File: src/rtl/myproject_sdiv_23s_7s_16_seq.sv
// Sequential signed divider: 23-bit signed dividend / 7-bit signed divisor -> 16-bit
// saturated signed quotient and 7-bit signed remainder. Radix-2 restoring division on
// magnitudes, one quotient bit per cycle, wrapped in an ap_start/ap_done handshake.
module myproject_sdiv_23s_7s_16_seq #(
    parameter int DIVIDEND_W = 23,
    parameter int DIVISOR_W  = 7,
    parameter int QUOT_W     = 16
) (
    input  logic                        ap_clk,
    input  logic                        ap_rst_n,
    input  logic                        ap_start,
    output logic                        ap_idle,
    output logic                        ap_ready,
    output logic                        ap_done,
    input  logic signed [DIVIDEND_W-1:0] din0,
    input  logic signed [DIVISOR_W-1:0]  din1,
    output logic signed [QUOT_W-1:0]     dout,
    output logic signed [DIVISOR_W-1:0]  rem,
    output logic                        ovf,
    output logic                        dbz
);

    localparam int CNT_W = $clog2(DIVIDEND_W);

    // Saturation bounds of the signed quotient, as bit patterns.
    localparam logic [QUOT_W-1:0] Q_MAX = {1'b0, {(QUOT_W-1){1'b1}}};
    localparam logic [QUOT_W-1:0] Q_MIN = {1'b1, {(QUOT_W-1){1'b0}}};

    // Largest quotient magnitudes representable for a positive / negative result.
    localparam logic [DIVIDEND_W-1:0] POS_LIM = {{(DIVIDEND_W-QUOT_W){1'b0}}, Q_MAX};
    localparam logic [DIVIDEND_W-1:0] NEG_LIM = {{(DIVIDEND_W-QUOT_W){1'b0}}, Q_MIN};

    localparam logic [DIVIDEND_W-1:0] ONE_D  = {{(DIVIDEND_W-1){1'b0}}, 1'b1};
    localparam logic [DIVISOR_W-1:0]  ONE_R  = {{(DIVISOR_W-1){1'b0}}, 1'b1};
    localparam logic [QUOT_W-1:0]     ONE_Q  = {{(QUOT_W-1){1'b0}}, 1'b1};
    localparam logic [DIVISOR_W-1:0]  ZERO_R = {DIVISOR_W{1'b0}};
    localparam logic [DIVIDEND_W-1:0] ZERO_D = {DIVIDEND_W{1'b0}};
    localparam logic [QUOT_W-1:0]     ZERO_Q = {QUOT_W{1'b0}};
    localparam logic [CNT_W-1:0]      CNT_LOAD = CNT_W'(DIVIDEND_W - 1);
    localparam logic [CNT_W-1:0]      CNT_ZERO = {CNT_W{1'b0}};

    typedef enum logic [1:0] {
        ST_IDLE = 2'd0,
        ST_CALC = 2'd1,
        ST_FIX  = 2'd2,
        ST_DONE = 2'd3
    } state_t;

    // Magnitude of the dividend; -2^(W-1) maps to 2^(W-1), which still fits unsigned.
    function automatic logic [DIVIDEND_W-1:0] abs_dvd(input logic [DIVIDEND_W-1:0] v);
        if (v[DIVIDEND_W-1]) begin
            abs_dvd = ~v + ONE_D;
        end else begin
            abs_dvd = v;
        end
    endfunction

    // Magnitude of the divisor; -64 maps to 64 in the 7-bit unsigned result.
    function automatic logic [DIVISOR_W-1:0] abs_dvs(input logic [DIVISOR_W-1:0] v);
        if (v[DIVISOR_W-1]) begin
            abs_dvs = ~v + ONE_R;
        end else begin
            abs_dvs = v;
        end
    endfunction

    // Two's complement negation at quotient width.
    function automatic logic [QUOT_W-1:0] neg_quo(input logic [QUOT_W-1:0] v);
        neg_quo = ~v + ONE_Q;
    endfunction

    // Two's complement negation at remainder width.
    function automatic logic [DIVISOR_W-1:0] neg_rem(input logic [DIVISOR_W-1:0] v);
        neg_rem = ~v + ONE_R;
    endfunction

    state_t                  state_r;
    logic [DIVIDEND_W-1:0]   dvd_r;      // dividend magnitude, shifted out MSB first
    logic [DIVISOR_W-1:0]    dvs_r;      // divisor magnitude
    logic [DIVISOR_W-1:0]    pr_r;       // partial remainder, always < divisor magnitude
    logic [DIVIDEND_W-1:0]   quo_r;      // unsigned quotient magnitude
    logic [CNT_W-1:0]        cnt_r;
    logic                    sign0_r;
    logic                    sign1_r;
    logic                    zero_r;
    logic [QUOT_W-1:0]       dout_r;
    logic [DIVISOR_W-1:0]    rem_r;
    logic                    ovf_r;
    logic                    dbz_r;
    logic                    ap_done_r;
    logic                    ap_idle_r;

    logic [DIVISOR_W:0]      pr_shift_s;
    logic [DIVISOR_W:0]      diff_s;
    logic                    fits_s;
    logic [DIVISOR_W-1:0]    pr_next_s;
    logic [QUOT_W-1:0]       fix_dout_s;
    logic [DIVISOR_W-1:0]    fix_rem_s;
    logic                    fix_ovf_s;

    // One restoring step: the borrow out of the trial subtraction decides the quotient bit.
    always_comb begin
        pr_shift_s = {pr_r, dvd_r[DIVIDEND_W-1]};
        diff_s     = pr_shift_s - {1'b0, dvs_r};
        fits_s     = ~diff_s[DIVISOR_W];
        if (fits_s) begin
            pr_next_s = diff_s[DIVISOR_W-1:0];
        end else begin
            pr_next_s = pr_shift_s[DIVISOR_W-1:0];
        end
    end

    // Sign restoration and saturation of the finished magnitudes.
    always_comb begin
        fix_dout_s = Q_MAX;
        fix_rem_s  = ZERO_R;
        fix_ovf_s  = 1'b0;
        if (zero_r) begin
            // Divide by zero saturates toward the dividend's sign but is not an overflow.
            if (sign0_r) begin
                fix_dout_s = Q_MIN;
            end else begin
                fix_dout_s = Q_MAX;
            end
        end else if (sign0_r ^ sign1_r) begin
            if (quo_r > NEG_LIM) begin
                fix_dout_s = Q_MIN;
                fix_ovf_s  = 1'b1;
            end else begin
                fix_dout_s = neg_quo(quo_r[QUOT_W-1:0]);
            end
        end else begin
            if (quo_r > POS_LIM) begin
                fix_dout_s = Q_MAX;
                fix_ovf_s  = 1'b1;
            end else begin
                fix_dout_s = quo_r[QUOT_W-1:0];
            end
        end
        if (zero_r) begin
            fix_rem_s = ZERO_R;
        end else if (sign0_r) begin
            fix_rem_s = neg_rem(pr_r);
        end else begin
            fix_rem_s = pr_r;
        end
    end

    // Control FSM, datapath registers and registered result outputs.
    always_ff @(posedge ap_clk or negedge ap_rst_n) begin
        if (!ap_rst_n) begin
            state_r   <= ST_IDLE;
            dvd_r     <= ZERO_D;
            dvs_r     <= ZERO_R;
            pr_r      <= ZERO_R;
            quo_r     <= ZERO_D;
            cnt_r     <= CNT_ZERO;
            sign0_r   <= 1'b0;
            sign1_r   <= 1'b0;
            zero_r    <= 1'b0;
            dout_r    <= ZERO_Q;
            rem_r     <= ZERO_R;
            ovf_r     <= 1'b0;
            dbz_r     <= 1'b0;
            ap_done_r <= 1'b0;
            ap_idle_r <= 1'b1;
        end else begin
            case (state_r)
                ST_IDLE: begin
                    ap_done_r <= 1'b0;
                    if (ap_start) begin
                        dvd_r     <= abs_dvd(din0);
                        dvs_r     <= abs_dvs(din1);
                        pr_r      <= ZERO_R;
                        quo_r     <= ZERO_D;
                        cnt_r     <= CNT_LOAD;
                        sign0_r   <= din0[DIVIDEND_W-1];
                        sign1_r   <= din1[DIVISOR_W-1];
                        zero_r    <= (din1 == ZERO_R);
                        ap_idle_r <= 1'b0;
                        state_r   <= ST_CALC;
                    end else begin
                        ap_idle_r <= 1'b1;
                        state_r   <= ST_IDLE;
                    end
                end
                ST_CALC: begin
                    dvd_r <= {dvd_r[DIVIDEND_W-2:0], 1'b0};
                    pr_r  <= pr_next_s;
                    quo_r <= {quo_r[DIVIDEND_W-2:0], fits_s};
                    if (cnt_r == CNT_ZERO) begin
                        state_r <= ST_FIX;
                    end else begin
                        cnt_r   <= cnt_r - {{(CNT_W-1){1'b0}}, 1'b1};
                        state_r <= ST_CALC;
                    end
                end
                ST_FIX: begin
                    dout_r    <= fix_dout_s;
                    rem_r     <= fix_rem_s;
                    ovf_r     <= fix_ovf_s;
                    dbz_r     <= zero_r;
                    ap_done_r <= 1'b1;
                    state_r   <= ST_DONE;
                end
                ST_DONE: begin
                    ap_done_r <= 1'b0;
                    ap_idle_r <= 1'b1;
                    state_r   <= ST_IDLE;
                end
                default: begin
                    ap_done_r <= 1'b0;
                    ap_idle_r <= 1'b1;
                    state_r   <= ST_IDLE;
                end
            endcase
        end
    end

    assign ap_idle  = ap_idle_r;
    assign ap_ready = ap_idle_r & ap_start;
    assign ap_done  = ap_done_r;
    assign dout     = dout_r;
    assign rem      = rem_r;
    assign ovf      = ovf_r;
    assign dbz      = dbz_r;

endmodule

File: config.mk
export PLATFORM = sky130hd
export DESIGN_NAME = myproject_sdiv_23s_7s_16_seq
export DESIGN_NICKNAME = d
export VERILOG_FILES = /design/src/rtl/myproject_sdiv_23s_7s_16_seq.sv
export SDC_FILE = /design/constraint.sdc
export NUM_CORES = 1
export LEC_CHECK = 0
export CORE_MARGIN = 2
export CORE_UTILIZATION = 52
export DETAILED_ROUTE_END_ITERATION = 8
export GPL_TIMING_DRIVEN = 0
export PLACE_DENSITY = 0.74
export SYNTH_ARGS = -nofsm -noshare
export SYNTH_HDL_FRONTEND = slang
export SYNTH_SLANG_ARGS = --single-unit
export TNS_END_PERCENT = 50
File: constraint.sdc
create_clock -name ap_clk -period 3.9 [get_ports ap_clk]
set_clock_uncertainty 0.1 [all_clocks]
set_input_delay 0.78 -clock ap_clk [delete_from_list [all_inputs] [get_ports ap_clk]]
set_output_delay 0.78 -clock ap_clk [all_outputs]
set_load 0.02 [all_outputs]
### Yosys cells after proc, flatten, opt, wreduce, memory -nomap -nowiden

Index checks and enable logic that the tools add are counted.

| cells by class | value |
|---|---|
| equal/unequal tests | 5 |
| add/sub/neg operators | 6 |
| magnitude comparators | 2 |
| reduce and logical (&&, ||, !) cells | 10 |
| bitwise logic cells | 7 |
| muxes and demuxes | 29 |

Operators with widths:

| operator | number |
|---|---|
| 23-bit case mux with 2 select lines | 2 |
| 16-bit two-way mux | 5 |
| 23-bit two-way mux | 3 |
| 7-bit two-way mux | 5 |
| 23-bit by 1-bit adder with 23-bit output, second input constant | 1 |
| 23-bit by 15-bit > comparator with 1-bit output, second input constant | 1 |
| 23-bit by 16-bit > comparator with 1-bit output, second input constant | 1 |
| 23-bit inverter | 1 |
| 16-bit by 1-bit adder with 16-bit output, second input constant | 1 |
| 16-bit inverter | 1 |
| 7-bit by 1-bit adder with 7-bit output, second input constant | 2 |
| 7-bit inverter | 2 |
| 7-bit case mux with 2 select lines | 1 |
| 5-bit two-way mux | 2 |
| 5-bit case mux with 2 select lines | 1 |
| 2-bit case mux with 4 select lines | 1 |
| 8-bit by 7-bit subtractor with 8-bit output | 1 |
| 7-bit logical NOT | 1 |
| 1-bit two-way mux | 6 |
| 2-bit nonzero test | 3 |
| 5-bit logical NOT | 1 |
| 5-bit by 1-bit subtractor with 5-bit output, second input constant | 1 |
| 2-bit == test, second input constant | 2 |
| 2-bit != test, second input constant | 2 |
| other kinds (10) | 12 |

| storage, ports and cells | value |
|---|---|
| output and inout port bits | 28 |
| logic and storage cells | 74 |
| register bits after elaboration | 97 |

### Logic depth before layout (Yosys ltp)

| logic depth | value |
|---|---|
| depth in word-level cells | 5 |
| depth in mapped cells | 10 |
| gate-level depth less buffers | 10 |

### Worst setup path before layout

OpenSTA, ideal clock, no wires.

| path | value |
|---|---|
| path type | input to register |
| from | input din0[1] |
| to | register dvd_r[17] |
| arrival time | 2.686 ns |
| stages | 6 |
| setup time | 0.139 ns |
| path buffers | 0 |
| path slack | 0.974 ns |
| cell sequence | or3_4 or4_4 or4_4 o41ai_2 xor2_1 o221ai_1 |

| between the ends | value |
|---|---|
| word-level cells in the longest chain between the ends | 5 |

RTL lines:

| item | line | text |
|---|---|---|
| from (decl) | 15 | `input logic signed [DIVIDEND_W-1:0] din0,` |
| 23-bit inverter | 52 | `abs_dvd = ~v + ONE_D;` |
| 23-bit by 1-bit adder with 23-bit output | 52 |  |
| 23-bit two-way mux | 51 | `if (v[DIVIDEND_W-1]) begin` |
| 23-bit two-way mux | 171 | `if (ap_start) begin` |
| 23-bit case mux with 2 select lines | 168 | `case (state_r)` |
| to (signal assigned) | 172 | `dvd_r <= abs_dvd(din0);` |
| to (signal assigned) | 188 | `dvd_r <= {dvd_r[DIVIDEND_W-2:0], 1'b0};` |
| to (decl) | 78 | `logic [DIVIDEND_W-1:0] dvd_r;` |

Every way passes these cells. The select of a mux whose other input is x is not followed.
A chain may end at the register's enable or synchronous reset.

### Final worst setup path

| path | value |
|---|---|
| from | input din0[2] |
| to | register dvd_r[17] |

The elaborated chain is that of the path after synthesis.

==> metrics.txt <==
Place WS roughly 380 ps; max cap viols 0; H-Tree Level Count 3; Buffers on Ports a little under 60; Ant. Diodes 0; DIE AREA ~12000 um2; Power, Total approximately 0.0043 W; Yosys top cell by area dfrtp_1; DRC violations left 0; initial antenna violation count 0; via count 4910; count leader, synth nand2_1; peak supply drop between 300 and 400 uV; Clock transition at path regs around 90 ps; Total GRT Usage roughly 24%; Top FF cell, synth dfrtp_1; CP arrival around 3300 ps; HP Class in2async; DRT antenna net count 0; post-layout net count 765; CTS Hold Buffers Added 0; Worst-Margin Slew between 700 and 800 ps; Final Slew Violations 0; Unique masters post-synth between 50 and 60; register area share after synthesis roughly 43%; Clock Path Buffers 2; Final GP Congestion roughly 0.90; Post-Syn Area 5600 um2; initial core utilization between 50% and 60%; Post-CTS Repair Setup Buffers 0; Period Utilization, post-route 81.1%; Crit Path Class in2reg; final setup margin between 700 and 800 ps; Worst path most repeated cell or4_4; largest net degree at the start of global routing 75; first-pass GRT wire length roughly 23000 um; Cell Pwr Density about 650 nW/um2; Syn Area/Cell ~8.7 um2; Resize count post-CTS 0; Max Clock Freq between 0.3 and 0.4 GHz; leakage approximately 2.8 nW; I/O pins roughly 60; crit-path cells clkdlybuf4s50_1 -> or3_4 -> or4_4 -> or4_4 -> o41ai_2 -> xor2_1 -> o221ai_1; Slew HR between 40% and 50%; crit path launch type primary input; status finished, final reports clean; number of synthesized flops with an enable pin 0; asr flop ratio synth between 90% and 100%; crit-path max FO 4; Wirelength per Cell approximately 15 um; synthesis warning total 0; max incr delay on CP roughly 550 ps; Synth top area share 42.9%; Core Area 10400 um2; WP data required 4020 ps; CTS Root Cell clkbuf_8; RSZ-0062 raised after global routing false; chip height 108 um; grt ovf 0; Seq cells post-synth 97; CTS buffer count 9; Final HPWL DP ~10000 um; DR vias/cell about 5.8; min Tclk post-route 3160 ps; Max stage delay cell, worst path or4_4; synth cell count leaders nand2_1 (101), dfrtp_1 (96), o21ai_0 (64), clkbuf_1 (39), nand3_1 (34); Sink Count 97; DRT Pass-1 Iters 4; final setup vio count 0; vias in the first global route roughly 4800; clock insertion delay at the later pin of the skew report about 360 ps; Final Hold Fails 0; Rows 37; Layout area overhead 17.8%; Die Wd approximately 110 um; cell count after synthesis 641; Synthesized Nets 694; Final Routed Wirelength between 10000 and 15000 um; share of cells above drive strength 1 under 10%; Synth area leaders dfrtp_1 (43%), nand2_1 (6.8%), o21ai_0 (5.7%); critical path endpoint category flop; drt first-iter violations roughly 230; setup TNS 0 ps; CTS tree done
## worst paths after layout
check                           from   endpoint  slack (ps)  depth (start not counted)
hold / removal              ap_rst_n     rem[5]         210                          1
setup / recovery             din0[2]  dvd_r[17]         740                          7
max in group asynchronous   ap_rst_n  dvd_r[15]        2810                          2
hold reg to reg            quo_r[22]  quo_r[22]         370                          2
min in group ap_clk        quo_r[22]  quo_r[22]         370                          2
setup reg to reg           quo_r[20]   dout[14]        1030                          7
## cell families (layout without fill, tap and decap cells)
kind of cell / Yosys count / count (layout) / share of synthesized area, %
buffers and inverters: 67 / 143 / 4.49
muxes: 9 / 9 / 1.63
adders and majority gates: 20 / 20 / 4.61
xor gates and xnor gates: 38 / 38 / 5.95
DFF: 97 / 97 / 43.4
and+or+nand+nor: 245 / 245 / 21.4
AOI/OAI and AO/OA: 165 / 165 / 18.5
## placed cells by master, fill, tap and decap left out, types with 21 or more instances in the layout
master	count
nand2_1	101
dfrtp_1	96
o21ai_0	64
clkdlybuf4s50_1	58
clkbuf_1	40
nand3_1	34
nor2_1	30
a21oi_1	28
inv_1	27
xnor2_1	21
## sequential cells by signal, indices dropped and copies added, names as in the netlist, named ones only
| register | count |
|---|---|
| ap_done | 1 |
| ap_idle | 1 |
| cnt_r | 5 |
| dbz | 1 |
| dout | 16 |
| dvd_r | 23 |
| dvs_r | 7 |
| ovf | 1 |
| pr_r | 7 |
| quo_r | 23 |
| rem | 7 |
| sign0_r | 1 |
| sign1_r | 1 |
| state_r | 1 |
| zero_r | 1 |
## power breakdown
part / leakage [nW] / switching, W / internal [W] / total [W]
Combinational: 1.48 / 0.00131 / 0.000797 / 0.00211
Sequential: 1.25 / 0.000201 / 0.00128 / 0.00148
Clock: 0.0948 / 0.000347 / 0.000332 / 0.000679
## through the flow
step	area, um2	hold slack (ps)	cells	utilization [%]
after floorplan	5600	334	641	-
after global placement	6360	349	836	61.3
after detailed placement	6380	363	837	61.5
after CTS	6590	210	853	63.5
after global routing	6590	221	853	63.5
final	6590	213	853	63.5
## metal layers
metal  vias up  part of all wire [%]  global-route usage (%)
met5         -                     0                       0
met4         0                   1.6                    7.78
met3        18                   5.1                    2.97
met2       151                    48                    40.7
met1      2309                    45                    32.5
li1       2432                     -                       -
## critical path, delay by kind of cell
family | cells | cell delay (ps)
buffers and inverters | 1 | 460
xor gates and xnor gates | 1 | 190
AOI/OAI and AO/OA | 2 | 380
and+or+nand+nor | 3 | 1480
## final cells by class
class | instances | area (um2)
buffer | 40 | 150
clock buffer | 12 | 155
clock inverter | 4 | 52.6
fill | 910 | 3780
inverter | 27 | 101
multi-input combinational | 477 | 2920
sequential | 97 | 2430
tap | 136 | 170
timing repair buffer | 60 | 616
No activity file was read; power rests on OpenSTA's default activity.
